<file path="src/rtl/sram_d_arbiter_if.sv">
// OBI-style request/response bundle shared by both upstream masters and the SRAM side.
// "master" drives the request channel; "slave" answers with gnt and the response channel.
interface sram_d_arbiter_if;
  logic        req;
  logic        gnt;
  logic [31:0] addr;
  logic        we;
  logic [3:0]  be;
  logic [31:0] wdata;
  logic        rvalid;
  logic [31:0] rdata;
  logic        err;

  modport master (output req, addr, we, be, wdata, input gnt, rvalid, rdata, err);
  modport slave  (input req, addr, we, be, wdata, output gnt, rvalid, rdata, err);
endinterface

</file>
<file path="src/rtl/sram_d_arbiter.sv">
// Two-master arbiter in front of the SRAM data port with in-order response routing and range check.
// Define SRAM_D_ARB_FIXED_PRIO_EN for fixed priority (master 0 wins ties); default is round-robin.
//
// Handshake: a request is accepted in the cycle where req && gnt are both high; the response
// (rvalid) for it appears exactly one cycle later, in acceptance order, on the issuing master.
module sram_d_arbiter #(
  parameter logic [31:0] SRAM_BASE_ADDR = 32'h8000_0000,
  parameter logic [31:0] SRAM_END_ADDR  = 32'h8000_C000,
  parameter int unsigned MAX_OUTST      = 2,
  parameter logic [31:0] ERR_RDATA      = 32'hDEAD_BEEF
) (
  input  logic                  clk_i,
  input  logic                  rst_i,
  sram_d_arbiter_if.slave       m0,
  sram_d_arbiter_if.slave       m1,
  sram_d_arbiter_if.master      s,
  output logic                  illegal_o
);

  localparam int unsigned PTR_W = (MAX_OUTST > 1) ? $clog2(MAX_OUTST) : 1;
  localparam int unsigned CNT_W = $clog2(MAX_OUTST + 1);

  typedef struct packed {
    logic id;
    logic err;
  } fifo_entry_t;

  fifo_entry_t      fifo_q [MAX_OUTST];
  logic [PTR_W-1:0] wr_ptr_q, rd_ptr_q;
  logic [CNT_W-1:0] count_q;
  logic             fifo_full, fifo_empty;
  fifo_entry_t      head;

  logic             sel;
  logic             win_req;
  logic [31:0]      win_addr;
  logic             win_we;
  logic [3:0]       win_be;
  logic [31:0]      win_wdata;
  logic             win_illegal;
  logic             can_issue;
  logic             s_req;
  logic             win_gnt;
  logic             pop;
  logic             resp_valid;
  logic [31:0]      resp_rdata;

  function automatic logic [PTR_W-1:0] next_ptr(input logic [PTR_W-1:0] p);
    return (p == PTR_W'(MAX_OUTST - 1)) ? '0 : p + 1'b1;
  endfunction

  assign fifo_full  = (count_q == CNT_W'(MAX_OUTST));
  assign fifo_empty = (count_q == '0);
  assign head       = fifo_q[rd_ptr_q];

`ifdef SRAM_D_ARB_FIXED_PRIO_EN
  always_comb begin
    sel = ~m0.req;
  end
`else
  logic both_req;
  logic rr_q;

  assign both_req = m0.req & m1.req;

  always_comb begin
    sel = both_req ? rr_q : m1.req;
  end

  // Pointer only moves on a contested accept, so a lone requester never loses its turn.
  always_ff @(posedge clk_i) begin
    if (rst_i) begin
      rr_q <= 1'b0;
    end else if (win_gnt && both_req) begin
      rr_q <= ~sel;
    end
  end
`endif

  always_comb begin
    win_req   = m0.req | m1.req;
    win_addr  = m0.addr;
    win_we    = m0.we;
    win_be    = m0.be;
    win_wdata = m0.wdata;
    if (sel) begin
      win_addr  = m1.addr;
      win_we    = m1.we;
      win_be    = m1.be;
      win_wdata = m1.wdata;
    end
    win_illegal = (win_addr < SRAM_BASE_ADDR) || (win_addr >= SRAM_END_ADDR);
    can_issue   = win_req & ~fifo_full & ~rst_i;
    s_req       = can_issue & ~win_illegal;
    // Out-of-range requests are absorbed locally, so they never wait on the SRAM grant.
    win_gnt     = can_issue & (win_illegal | s.gnt);
  end

  assign s.req     = s_req;
  assign s.addr    = s_req ? win_addr  : '0;
  assign s.we      = s_req & win_we;
  assign s.be      = s_req ? win_be    : '0;
  assign s.wdata   = s_req ? win_wdata : '0;
  assign m0.gnt    = win_gnt & ~sel;
  assign m1.gnt    = win_gnt & sel;
  assign illegal_o = can_issue & win_illegal;

  // Error entries complete on their own the cycle they reach the head.
  assign pop        = ~fifo_empty & (head.err | s.rvalid);
  assign resp_valid = pop & ~rst_i;
  assign resp_rdata = head.err ? ERR_RDATA : s.rdata;

  assign m0.rvalid = resp_valid & ~head.id;
  assign m0.rdata  = m0.rvalid ? resp_rdata : '0;
  assign m0.err    = m0.rvalid & head.err;
  assign m1.rvalid = resp_valid & head.id;
  assign m1.rdata  = m1.rvalid ? resp_rdata : '0;
  assign m1.err    = m1.rvalid & head.err;

  always_ff @(posedge clk_i) begin
    if (win_gnt) begin
      fifo_q[wr_ptr_q] <= '{id: sel, err: win_illegal};
    end
  end

  always_ff @(posedge clk_i) begin
    if (rst_i) begin
      wr_ptr_q <= '0;
      rd_ptr_q <= '0;
      count_q  <= '0;
    end else begin
      if (win_gnt) wr_ptr_q <= next_ptr(wr_ptr_q);
      if (pop)     rd_ptr_q <= next_ptr(rd_ptr_q);
      count_q <= count_q + CNT_W'(win_gnt) - CNT_W'(pop);
    end
  end

  // A response from the SRAM must always have a legal transaction waiting for it.
  a_no_orphan_rvalid: assert property (@(posedge clk_i) disable iff (rst_i)
    s.rvalid |-> (!fifo_empty && !head.err));

endmodule

</file>
<file path="src/flat_wrapper.sv">
// flat-port wrapper written by rule: the top's interface ports become plain ports
module sram_d_arbiter_flat 
#(
  parameter logic [31:0] SRAM_BASE_ADDR = 32'h8000_0000,
  parameter logic [31:0] SRAM_END_ADDR  = 32'h8000_C000,
  parameter int unsigned MAX_OUTST      = 2,
  parameter logic [31:0] ERR_RDATA      = 32'hDEAD_BEEF
)
  (clk_i, rst_i, illegal_o, m0_req, m0_addr, m0_we, m0_be, m0_wdata, m0_gnt, m0_rvalid, m0_rdata, m0_err, m1_req, m1_addr, m1_we, m1_be, m1_wdata, m1_gnt, m1_rvalid, m1_rdata, m1_err, s_req, s_addr, s_we, s_be, s_wdata, s_gnt, s_rvalid, s_rdata, s_err);
  sram_d_arbiter_if m0_i ();
  sram_d_arbiter_if m1_i ();
  sram_d_arbiter_if s_i ();
  input  logic clk_i;
  input  logic rst_i;
  output logic illegal_o;
  input wire logic [$bits(m0_i.req)-1:0] m0_req;
  input wire logic [$bits(m0_i.addr)-1:0] m0_addr;
  input wire logic [$bits(m0_i.we)-1:0] m0_we;
  input wire logic [$bits(m0_i.be)-1:0] m0_be;
  input wire logic [$bits(m0_i.wdata)-1:0] m0_wdata;
  output wire logic [$bits(m0_i.gnt)-1:0] m0_gnt;
  output wire logic [$bits(m0_i.rvalid)-1:0] m0_rvalid;
  output wire logic [$bits(m0_i.rdata)-1:0] m0_rdata;
  output wire logic [$bits(m0_i.err)-1:0] m0_err;
  input wire logic [$bits(m1_i.req)-1:0] m1_req;
  input wire logic [$bits(m1_i.addr)-1:0] m1_addr;
  input wire logic [$bits(m1_i.we)-1:0] m1_we;
  input wire logic [$bits(m1_i.be)-1:0] m1_be;
  input wire logic [$bits(m1_i.wdata)-1:0] m1_wdata;
  output wire logic [$bits(m1_i.gnt)-1:0] m1_gnt;
  output wire logic [$bits(m1_i.rvalid)-1:0] m1_rvalid;
  output wire logic [$bits(m1_i.rdata)-1:0] m1_rdata;
  output wire logic [$bits(m1_i.err)-1:0] m1_err;
  output wire logic [$bits(s_i.req)-1:0] s_req;
  output wire logic [$bits(s_i.addr)-1:0] s_addr;
  output wire logic [$bits(s_i.we)-1:0] s_we;
  output wire logic [$bits(s_i.be)-1:0] s_be;
  output wire logic [$bits(s_i.wdata)-1:0] s_wdata;
  input wire logic [$bits(s_i.gnt)-1:0] s_gnt;
  input wire logic [$bits(s_i.rvalid)-1:0] s_rvalid;
  input wire logic [$bits(s_i.rdata)-1:0] s_rdata;
  input wire logic [$bits(s_i.err)-1:0] s_err;
  assign m0_i.req = m0_req;
  assign m0_i.addr = m0_addr;
  assign m0_i.we = m0_we;
  assign m0_i.be = m0_be;
  assign m0_i.wdata = m0_wdata;
  assign m0_gnt = m0_i.gnt;
  assign m0_rvalid = m0_i.rvalid;
  assign m0_rdata = m0_i.rdata;
  assign m0_err = m0_i.err;
  assign m1_i.req = m1_req;
  assign m1_i.addr = m1_addr;
  assign m1_i.we = m1_we;
  assign m1_i.be = m1_be;
  assign m1_i.wdata = m1_wdata;
  assign m1_gnt = m1_i.gnt;
  assign m1_rvalid = m1_i.rvalid;
  assign m1_rdata = m1_i.rdata;
  assign m1_err = m1_i.err;
  assign s_req = s_i.req;
  assign s_addr = s_i.addr;
  assign s_we = s_i.we;
  assign s_be = s_i.be;
  assign s_wdata = s_i.wdata;
  assign s_i.gnt = s_gnt;
  assign s_i.rvalid = s_rvalid;
  assign s_i.rdata = s_rdata;
  assign s_i.err = s_err;
  sram_d_arbiter #(.SRAM_BASE_ADDR(SRAM_BASE_ADDR), .SRAM_END_ADDR(SRAM_END_ADDR), .MAX_OUTST(MAX_OUTST), .ERR_RDATA(ERR_RDATA)) u_core (.clk_i(clk_i), .rst_i(rst_i), .m0(m0_i), .m1(m1_i), .s(s_i), .illegal_o(illegal_o));
endmodule
</file>
<file path="config.mk">
export PLATFORM = sky130hd
export DESIGN_NAME = sram_d_arbiter_flat
export DESIGN_NICKNAME = d
export VERILOG_FILES = /design/src/rtl/sram_d_arbiter_if.sv /design/src/rtl/sram_d_arbiter.sv /design/src/flat_wrapper.sv
export SDC_FILE = /design/constraint.sdc
export NUM_CORES = 1
export LEC_CHECK = 0
export ABC_AREA = 1
export BUFFER_PORTS_ARGS = -buffer_cell sky130_fd_sc_hd__buf_2
export CAP_MARGIN = 25
export CORE_AREA = 2 2 122 124
export DETAILED_ROUTE_END_ITERATION = 8
export DIE_AREA = 0 0 124 126
export GPL_TIMING_DRIVEN = 0
export PLACE_DENSITY = 0.58
export RECOVER_POWER = 100
export REMOVE_ABC_BUFFERS = 1
export SLEW_MARGIN = 10
export SYNTH_ARGS = -nofsm -noshare
export SYNTH_HDL_FRONTEND = slang
export SYNTH_SLANG_ARGS = --single-unit
</file>
<file path="constraint.sdc">
create_clock -name clk_i -period 2.4 [get_ports clk_i]
set_input_delay 0.36 -clock clk_i [delete_from_list [all_inputs] [get_ports clk_i]]
set_output_delay 0.36 -clock clk_i [all_outputs]
set_load 0.1 [all_outputs]
</file>
== After elaboration in Yosys (flattened, before gate mapping) ==
Memories as Yosys holds them, arrays and structs flattened. A register that Yosys moved wholly into a read port is not among the register bits.
Index checks and enable logic that the tools add are counted.

* Flip-flop bits (word level): 5
* Memory bits (read-only): 0
* Logic and storage cells: 56
* Bits of input ports: 177
* Memories: 1
* Bits in writable memories: 4
* Bits in latches: 0
* Output and inout port bits: 141

{| class="wikitable"
|+ Memory list
! name !! depth !! bits a word !! read ports !! clocked after Yosys merged registers in !! write ports !! RTL line !! RTL
|-
| u_core.fifo_q || 2 || 2 || 1 || 1 || 1 || sram_d_arbiter.sv:28 || <nowiki>fifo_entry_t fifo_q [MAX_OUTST];</nowiki>
|}

* Mux-type cells: 17
* Shifts and indexed selects: 0
* Reductions and logical operators: 3
* Div/mod/pow operators: 0
* Add/sub/neg operators: 4
* Equality and inequality tests: 1
* $lt $le $gt $ge: 2
* Multiply operators: 0
* Bitwise gates (word level): 24

{| class="wikitable"
|+ Operators with widths
! operator !! count
|-
| 32-bit 2-to-1 mux || 7
|-
| 32-bit >= comparator (second input constant) || 1
|-
| 32-bit < comparator (second input constant) || 1
|-
| 1-bit AND || 15
|-
| 1-bit 2-to-1 mux || 8
|-
| 4-bit 2-to-1 mux || 2
|-
| 1-bit inverter || 6
|-
| 1-bit bitwise OR || 3
|-
| 1-bit adder (second input constant) || 2
|-
| 2-bit by 1-bit adder with 2-bit output || 1
|-
| 2-bit == test (second input constant) || 1
|-
| 2-bit logical NOT || 1
|-
| 2-bit by 1-bit subtractor with 2-bit output || 1
|-
| 1-bit logical AND || 1
|-
| 1-bit logical OR || 1
|}

== Longest topological paths before layout ==
Gate-level depths: netlist (run 1).

* Word-level depth: 9
* Mapped depth: 16
* Mapped depth without buffers: 15

== Least setup slack after synthesis (run 1) ==
Ideal clock, no wire load.

* Kind: register -> output
* Start point: register (tool-made name)
* End point: output port m0_rdata[17]
* Stages on the path, launching flop included: 11
* Required time: 2.040 ns
* Data arrival time: 4.737 ns
* Path slack: -2.697 ns
* Path buffers: 1
* Cell sequence: dfxtp_1 > inv_1 > nand2_1 > nand2_1 > o22ai_1 > inv_1 > nand2_1 > nor2_1 > inv_1 > buf_1 > nor3_1

{| class="wikitable"
|+ RTL lines
! what !! RTL line !! RTL
|-
| to (decl) || flat_wrapper.sv:23 || <nowiki>output wire logic [$bits(m0_i.rdata)-1:0] m0_rdata;</nowiki>
|}

== Worst setup path after layout (run 1) ==
* Start point: register u_core.rr_q
* End point: output port m0_gnt

* Cells in the longest elaborated chain, start to end: 7

{| class="wikitable"
|+ RTL lines
! what !! RTL line !! RTL
|-
| from (decl) || sram_d_arbiter.sv:62 || <nowiki>logic rr_q;</nowiki>
|-
| from (signal assigned) || sram_d_arbiter.sv:75 || <nowiki>rr_q <= ~sel;</nowiki>
|-
| 1-bit 2-to-1 mux (*) || sram_d_arbiter.sv:67 || <nowiki>sel = both_req ? rr_q : m1.req;</nowiki>
|-
| 32-bit 2-to-1 mux (*) || sram_d_arbiter.sv:86 || <nowiki>if (sel) begin</nowiki>
|-
| 32-bit < comparator or 32-bit >= comparator (tied branches) || sram_d_arbiter.sv:92 || <nowiki>win_illegal = (win_addr < SRAM_BASE_ADDR) || (win_addr >= SRAM_END_ADDR);</nowiki>
|-
| 1-bit logical OR (*) || sram_d_arbiter.sv:92 ||
|-
| named net u_core.win_illegal || sram_d_arbiter.sv:40 || <nowiki>logic win_illegal;</nowiki>
|-
| 1-bit bitwise OR (*) || sram_d_arbiter.sv:96 || <nowiki>win_gnt = can_issue & (win_illegal | s.gnt);</nowiki>
|-
| 1-bit AND (*) || sram_d_arbiter.sv:96 ||
|-
| 1-bit AND (*) || sram_d_arbiter.sv:104 || <nowiki>assign m0.gnt = win_gnt & ~sel;</nowiki>
|-
| to (decl) || flat_wrapper.sv:21 || <nowiki>output wire logic [$bits(m0_i.gnt)-1:0] m0_gnt;</nowiki>
|}

Mark *: on every way through the listed nets, which the timed path passes. The rest lies on a longest branch.

==> results of run 1 <==
## cell usage after synthesis, drive strengths merged
master	count	area share (%)
a21boi	1	0.48
a21oi	104	29
buf	30	9.2
clkbuf	17	2.7
conb	1	0.16
dfxtp	6	5.1
edfxtp	4	5.1
ha	2	1.1
inv	54	8.6
nand2	149	24
nand3	12	2.8
nand3b	1	0.32
nand4	1	0.27
nor2	25	4.1
nor3	16	3.4
o21ai	9	1.9
o22ai	1	0.27
or2	1	0.27
xor2	1	0.37
## worst max-delay path by stage
stage                         to  depth (start not counted)                startpoint  slack, ps
global placement      s_addr[10]                         11                    m1_req      -2600
floorplan           m0_rdata[14]                          9                 flip-flop      -3300
finish                    m0_gnt                         16  u_core.rr_q$_SDFFE_PP0P_       -270
CTS                   s_addr[10]                         13  u_core.rr_q$_SDFFE_PP0P_       -250
global route           s_addr[4]                         13  u_core.rr_q$_SDFFE_PP0P_       -400
detailed placement    s_addr[10]                         11                    m1_req      -1470
## routing by layer
| metal | global-route usage [%] | vias up | share of wire (%) |
|---|---|---|---|
| met5 | 0 | - | 0 |
| met4 | 7.204 | 0 | 3.2 |
| met3 | 2.899 | 33 | 8.5 |
| met2 | 37.85 | 245 | 54 |
| met1 | 18.92 | 1939 | 35 |
| li1 | - | 2018 | - |
## stage by stage
stage	util, %	std cells	instance area (sq um)	total power, mW	worst slack, ps
after global routing	48.91	943	7000	4.902	-399.5
final	48.91	943	7000	4.722	-271.9
after detailed placement	27.36	889	3916	3.125	-1465
after global placement	26.98	887	3861	3.093	-2598
after floorplan	-	402	2125	2.584	-3302
after CTS	43.58	931	6238	4.043	-250.1
## kinds of logic (layout without fill, tap and decap cells)
family | count (synthesis) | in the layout | synth area share, %
xor gates and xnor gates | 1 | 1 | 0.3726
and+or+nand+nor | 205 | 217 | 35.55
adders and majority gates | 2 | 2 | 1.064
AOI/OAI and AO/OA | 115 | 116 | 32.14
buffers and inverters | 101 | 398 | 20.49
DFF | 10 | 10 | 10.22
other | 1 | 15 | 0.1595
## power by group through the flow
stage	Combinational, mW	Clock [mW]	Sequential, mW
6_report	4.16	0.298	0.263
5_1_grt	4.32	0.314	0.269
4_1_cts	3.49	0.301	0.252
3_5_place_dp	2.88	0	0.248
3_3_place_gp	2.85	0	0.247
2_1_floorplan	2.34	0	0.241
## area by class of cell
class | instances | area, sq um | area share, %
Inverter | 54 | 246.5 | 3.521
Clock inverter | 1 | 3.754 | 0.05362
Multi-Input combinational cell | 351 | 2865 | 40.93
Timing Repair Buffer | 337 | 3309 | 47.27
Sequential cell | 10 | 247.7 | 3.539
Tap cell | 184 | 230.2 | 3.289
Timing Repair inverter | 3 | 22.52 | 0.3217
Clock buffer | 3 | 75.07 | 1.072
## cell usage in the layout (no fill, tap or decap), types with 15 or more instances in the layout
| cell type | synthesis | final |
|---|---|---|
| sky130_fd_sc_hd__buf_2 | 4 | 175 |
| sky130_fd_sc_hd__nand2_1 | 145 | 137 |
| sky130_fd_sc_hd__buf_12 | 0 | 74 |
| sky130_fd_sc_hd__a21oi_4 | 0 | 60 |
| sky130_fd_sc_hd__buf_6 | 5 | 48 |
| sky130_fd_sc_hd__inv_1 | 49 | 44 |
| sky130_fd_sc_hd__a21oi_2 | 46 | 38 |
| sky130_fd_sc_hd__buf_4 | 16 | 28 |
| sky130_fd_sc_hd__nor2_1 | 24 | 16 |
| sky130_fd_sc_hd__conb_1 | 1 | 15 |
## repair_timing
action,4_1_cts,5_1_grt
setup endpoints to repair,134,125
pin swaps,14,16
setup buffers,23,10
gates cloned,15,2
resized for setup,464,160
## state kept, by name, indices dropped and copies added, names as in the netlist, named ones only
name             flops
u_core.rr_q          1
u_core.fifo_q        4
u_core.count_q       2
u_core.rd_ptr_q      1
u_core.wr_ptr_q      1
==> results.txt, run 1 <==
The internal portion of the total power is 1.567 mW. After synthesis the cells add up to 2351 sq um. Synthesis produced 435 cells.

The overall overflow remaining after global route was 0. The startpoint identified for the worst register-to-register timing path is u_core.rr_q$_SDFFE_PP0P_. The count of final setup violators was 78. In the routed layout, each cell is associated on average with a via count of 4.491. The maximum fanout along the worst path was 5. In this run the clock root is driven by a sky130_fd_sc_hd__clkbuf_16.

The tools report the critical path startpoint category as a flip-flop. TritonCTS built the clock tree. Final-layout fill cell count: 1274. The tree built by TritonCTS fans out to 10 sinks. The logs give 295.8 ps for the worst-case hold slack and 6.3% for the fraction of power consumed by the clock network. The clock network latency to the later pin of the worst-skew pair was 240 ps; the number of remaining DRC errors was 0.

The hold-critical path depth is 2. The initial antenna violation count is 0, and the total CTS buffers is 3. The flow ran to the end, but the final reports show violations. The buffers plus inverters on the worst setup path is 5, and the largest stage delay on the critical path is 380 ps. The standby leakage power came out at 3.097 nW.

The netlist uses 29 different library cells. The worst register-to-register path has a depth of 18. Register share of total power: 5.6%. The min-delay analysis places its worst path in the category input port to flip-flop.

For hold timing, the worst endpoint is u_core.count_q[0]$_SDFF_PP0_. The die is 126 microns tall. Global routing used 18.89% of the available tracks across all layers. The share of layout cells above drive strength 1 is 67.33%, and the cts-stage hold buffer count is 0. The layout overhead on the synthesized area came out at 197.8%. The critical path is of the flip-flop to output port type.

VDD sags by at most 0.4123 mV. The clock passes through at most 2 buffers. The DRC violation total after the first TritonRoute iteration was 110. The repair_antennas step left the layout with diodes totalling 0.

The detailed router placed 4235 vias in this run. The HPWL after detailed placement is 9239 microns. The total count of hold-check failures in the final report came out at 0. The register area share after synthesis came out at 10.22%.

The critical path goes through clkinv_8, nand2_8, nand2_8, nand2_2, nand2_1, nor2_1, nand2_1, nor2_2, nand3_4, buf_4, buf_6, nand2_4, nand2_4, inv_4, nor2_1, buf_6. The tools report the origin of the worst min-delay path as rst_i. The final reports fail on setup timing.

Setup repair after global routing could not meet its margin everywhere. The largest delay contributor family on the critical path is simple AND/OR/NAND/NOR gates. The total area inside the core boundary comes to 14310 sq um. In this run, the combinational gates consume 88.1% of the power. The logs give 16720 microns for the total wire length after detailed routing and 0 for the number of warnings printed during yosys synthesis. The die covers 15620 sq um. The worst clock skew was 2.939 ps.

The critical path capture point type was an output port. The number of register bits inferred by synthesis was 10; the arrival time of data at the critical path endpoint was 2310 ps. The x dimension of the die works out to 124 microns. The tools report the via count of the first global-routing pass as 4250.

The first global-routing pass estimated 22670 microns of wire. The tools report the number of max-capacitance violations reported as 0. The largest individual stage delay along the critical path comes from the cell sky130_fd_sc_hd__dfxtp_4.

The clock period minus final worst setup slack works out to 2672 ps. For this design the ratio of total power to cell area is 674.5 nW/um^2. Routability-driven placement finished with a final weighted congestion of 0.8390.

The I/O pin count came out at 318. For this run, the detailed router's first-pass iteration total came to 5. The setup check on the worst reg-to-reg path leaves a slack of -90 ps. Power spent charging and discharging nets: 3.154 mW.

The largest net degree at the start of global routing is 36, and the number of I/O port buffers is 301. The run gives 939 as the final layout net count. The switching portion of total power came out at 66.81%. The effective utilization at floorplan came out at 16.42%. The remaining antenna violation count after routing was 0; the mean area per synthesized cell was 5.405 sq um. For the final routed database, the setup TNS stands at -12590 ps. Dividing the detail-routed wire length by the instance count gives 17.73 microns.

The tools report the data required time at the worst endpoint as 2040 ps. Measured against its own limit, the worst slew margin works out to 47.02%. The post-route worst setup slack is -271.9 ps. The clock transition at the registers of the reported paths is 40 ps, and the actual slew at the worst max-slew pin is 790.1 ps. Final-report max-slew violation count: 0.

Of the available clock period, the critical path in the final layout requires 111.3%. After floorplanning, the core was divided into 44 placement rows. Static timing analysis puts the maximum clock frequency at 374.3 MHz. The number of levels the H-tree was split into was 1. The endpoint of the most critical register-to-register path is u_core.count_q[1]$_SDFF_PP0_.
No activity file was read; power rests on OpenSTA's default activity.
==> run 2, diff against run 1 <==
--- a/config.mk
+++ b/config.mk
@@ -8,9 +8,10 @@
 export ABC_AREA = 1
 export BUFFER_PORTS_ARGS = -buffer_cell sky130_fd_sc_hd__buf_2
 export CAP_MARGIN = 25
-export CORE_AREA = 2 2 122 124
+export CORE_AREA = 2 2 123 125
+export CTS_CLUSTER_DIAMETER = 30
 export DETAILED_ROUTE_END_ITERATION = 8
-export DIE_AREA = 0 0 124 126
+export DIE_AREA = 0 0 125 127
 export GPL_TIMING_DRIVEN = 0
 export PLACE_DENSITY = 0.58
 export RECOVER_POWER = 100
==> run 2 against run 1 <==
The run still ends with setup timing left. Sequential cell count stayed put. Sequential share of layout area is 0.15 points higher. Highest routed layer unchanged. Cell area is 5.1% lower. First-iteration DRC count is 47% higher. Worst setup slack better by 35 ps. Sequential power is 4% lower. Largest cell class unchanged. Register-to-register slack better by 30 ps. Critical path depth is 3 lower. Clock skew is 1.8 ps lower. Die area is 1.6% higher. Hold slack worse by 1.3 ps. Count of clock-buffer cells in the layout stayed put.
==> results.txt, run 2 (same netlist as run 1, synthesis figures left out) <==
Failing checks: setup timing (unchanged). The run gives 294.6 ps (was 295.8 ps) as the worst-case hold slack. The detailed-placement wirelength estimate was 9388 microns (was 9239 microns); the area of the die was 15880 sq um (was 15620 sq um). CP Cell Sequence: inv_8, nand2_8, nand2_8, nand2_1, o21ai_2, o21ai_1, nor2_1, nand3_4, clkinv_8, buf_12, nand2_8, a21oi_4, buf_12 (was clkinv_8, nand2_8, nand2_8, nand2_2, nand2_1, nor2_1, nand2_1, nor2_2, nand3_4, buf_4, buf_6, nand2_4, nand2_4, inv_4, nor2_1, buf_6).

The cell internal power dissipation was 1.446 mW (was 1.567 mW); the layout overhead on the synthesized area was 182.7% (was 197.8%). The logs give -60 ps (was -90 ps) for the reg-to-reg setup timing slack and 47 (was 36) for the largest net degree at the start of global routing. The run gives 4.453 mW (was 4.722 mW) as the power after layout. Average detailed-routed wire length per instance: 16.85 microns (was 17.73 microns). The tools report the area of the core as 14420 sq um (was 14310 sq um). Top library cells by usage in the layout, fill and taps aside: sky130_fd_sc_hd__buf_2 (176), sky130_fd_sc_hd__nand2_1 (133), sky130_fd_sc_hd__buf_12 (65), sky130_fd_sc_hd__buf_6 (58), sky130_fd_sc_hd__a21oi_4 (51) (was sky130_fd_sc_hd__buf_2 (175), sky130_fd_sc_hd__nand2_1 (137), sky130_fd_sc_hd__buf_12 (74), sky130_fd_sc_hd__a21oi_4 (60), sky130_fd_sc_hd__buf_6 (48)). The x dimension of the die came out at 125 microns (was 124 microns).

The fmax is 379.2 MHz (was 374.3 MHz). The tools report the worst clock skew as 1.107 ps (was 2.939 ps). The kind of critical path is flip-flop to output port (unchanged).

Buffers plus inverters on the worst setup path: 4 (was 5). The number of buffers on the longest clock path came out at 2 (unchanged). Setup repair after global routing could not meet its margin everywhere.

Leading cell type in the layout, fill and taps excluded: sky130_fd_sc_hd__buf_2 (unchanged). Die span in y: 127 microns (was 126 microns). Path category of the worst min-delay check: input port to flip-flop (unchanged). TritonCTS built the clock tree. The tools report the overall overflow remaining after global route as 0 (unchanged). The critical path startpoint category was a flip-flop (unchanged). The highest-utilization routing layer at the global route stage is met2 (unchanged). The tools report the critical path capture point type as an output port (unchanged). The number of flip-flops in the largest register came out at 4 (unchanged).

The logs give 0 (unchanged) for the number of remaining DRC errors and 4105 (was 4250) for the via count of the first global-routing pass. Total wire length after detailed routing: 15840 microns (was 16720 microns). The switching portion of total power is 67.52% (was 66.81%).

Worst-path cell with the longest stage delay: sky130_fd_sc_hd__dfxtp_4 (unchanged). The areal power density over the cells is 670.2 nW/um^2 (was 674.5 nW/um^2). The global-route wire length before repair was 21900 microns (was 22670 microns). The met3 usage in global routing is 2.638% (was 2.899%). The maximum fanout along the worst path was 8 (was 5); the final-layout fill cell count was 1337 (was 1274). The largest stage delay on the critical path works out to 350 ps (was 380 ps). The tools report the global router's overall resource usage as 17.20% (was 18.89%). The I/O pin count was 318 (unchanged).

The post-placement cell count came out at 890 (was 889). The relative contribution of combinational cells to total power was 87.8% (was 88.1%); the final total negative setup slack was -9699 ps (was -12590 ps). The part of the cycle the worst path needs is 109.9% (was 111.3%). The total iterations of the first detailed-routing run came out at 4 (was 5). Number of sinks driven by the clock tree: 10 (unchanged).

The actual slew at the worst max-slew pin was 660.9 ps (was 790.1 ps); the max-slew headroom at the worst pin was 55.68% (was 47.02%). The fraction of power consumed by the clock network was 6.5% (was 6.3%). The standby leakage power was 2.995 nW (was 3.097 nW); the remaining antenna violation count after routing was 0 (unchanged). The setup slack after placement is -1319 ps (was -1465 ps), and the share of layout cells above drive strength 1 is 66.01% (was 67.33%). The final-report max-slew violation count is 0 (unchanged). The cell area after layout came out at 6645 sq um (was 7000 sq um). Clock period minus final worst setup slack: 2637 ps (was 2672 ps). The cell area after placement was 3936 sq um (was 3916 sq um). Largest registers: u_core.fifo_q: 4 flops, u_core.count_q: 2 flops (unchanged). The number of I/O port buffers is 301 (unchanged).

The buffer cell driving the clock tree root was sky130_fd_sc_hd__clkbuf_16 (unchanged). The post-route worst setup slack is -237.1 ps (was -271.9 ps). The vias after detailed routing was 4191 (was 4235); the arrival time of data at the critical path endpoint was 2280 ps (was 2310 ps). The count of final setup violators was 58 (was 78); the register share of total power was 5.7% (was 5.6%). The met1 track demand over resource came out at 18.50% (was 18.92%). The run gives 0 (unchanged) as the initial antenna violation count. The register ranked first by flip-flop count was u_core.fifo_q (unchanged). The final weighted congestion in routability-driven placement came out at 0.7686 (was 0.8390). The tools report the number of levels the H-tree was split into as 1 (unchanged). The core occupancy in the finished layout was 46.07% (was 48.91%). The tools report the data required time at the worst endpoint as 2040 ps (about the same).

The run finished, with violations left. For the final layout net count, the log shows 936 (was 939). Largest delay contributor family on the critical path: simple AND/OR/NAND/NOR gates (unchanged).

The number of max-capacitance violations reported was 0 (unchanged); the worst ir drop on vdd was 0.4376 mV (was 0.4123 mV). The clock transition at the registers of the reported paths is 40 ps (about the same), and the routing usage on met2 is 33.82% (was 37.85%). The number of cell rows came out at 44 (unchanged). The total CTS buffers is 3 (unchanged). The cts-stage hold buffer count came out at 0 (unchanged). The logs give 16.30% (was 16.42%) for the effective utilization at floorplan and 3.007 mW (was 3.154 mW) for the power spent charging and discharging nets. For the number of diodes added for antenna fixing, the log shows 0 (unchanged). The mean number of vias per cell was 4.459 (was 4.491). The run gives 0 (unchanged) as the total count of hold-check failures in the final report.

The post-route non-filler standard cell count came out at 940 (was 943). In this design, the critical path's most frequently occurring cell is sky130_fd_sc_hd__nand2_8. The clock network latency to the later pin of the worst-skew pair is 230 ps (was 240 ps). The tools report the DRC violation total after the first TritonRoute iteration as 162 (was 110).
[run 2: changes by cell type in the layout (fill, tap and decap cells not counted), sizes merged]
cell	before	now
buf	335	336
nand2	161	158
clkinv	2	3
clkinvlp	6	5
inv	50	49
[run 2: timing repair]
action                                  in CTS  in global routing
gates resized for setup                    446                105
endpoints found under the hold margin        0                  0
setup buffers                               30                  4
pin swaps                                   13                 12
endpoints found under the setup margin     130                121
cloned                                      12                  0
[run 2: final timing paths]
| kind | start | end | depth (start not counted) |
|---|---|---|---|
| max | u_core.rr_q$_SDFFE_PP0P_ | s_wdata[22] | 13 |
| min | rst_i | u_core.count_q[0]$_SDFF_PP0_ | 2 |
| max reg2reg | u_core.rr_q$_SDFFE_PP0P_ | u_core.count_q[1]$_SDFF_PP0_ | 16 |
| min reg2reg | u_core.rd_ptr_q$_SDFFE_PP0P_ | flip-flop | 1 |
[run 2: power groups by stage]
| stage | logic, mW | clock network [mW] | registers, mW |
|---|---|---|---|
| after floorplan | 2.34 | 0 | 0.241 |
| after global placement | 2.85 | 0 | 0.246 |
| after detailed placement | 2.91 | 0 | 0.247 |
| after CTS | 3.56 | 0.296 | 0.251 |
| after global routing | 4.05 | 0.304 | 0.258 |
| final | 3.91 | 0.291 | 0.253 |
[run 2: cell type report]
type / count / area [sq um] / share of cell area [%]
sequential: 10 / 245.2 / 3.690
timing repair buffer: 338 / 3173 / 47.75
tap: 184 / 230.2 / 3.465
clock buffer: 3 / 75.07 / 1.130
multi-input combinational: 348 / 2666 / 40.12
inverter: 54 / 236.5 / 3.559
clock inverter: 1 / 3.754 / 0.05649
timing repair inverter: 2 / 15.01 / 0.2259
[run 2: per-layer routing]
| layer | part of all wire [%] | vias up |
|---|---|---|
| met5 | 0 | - |
| met4 | 3.5 | 0 |
| met3 | 6.6 | 31 |
| met2 | 54 | 238 |
| met1 | 36 | 1917 |
| li1 | - | 2005 |
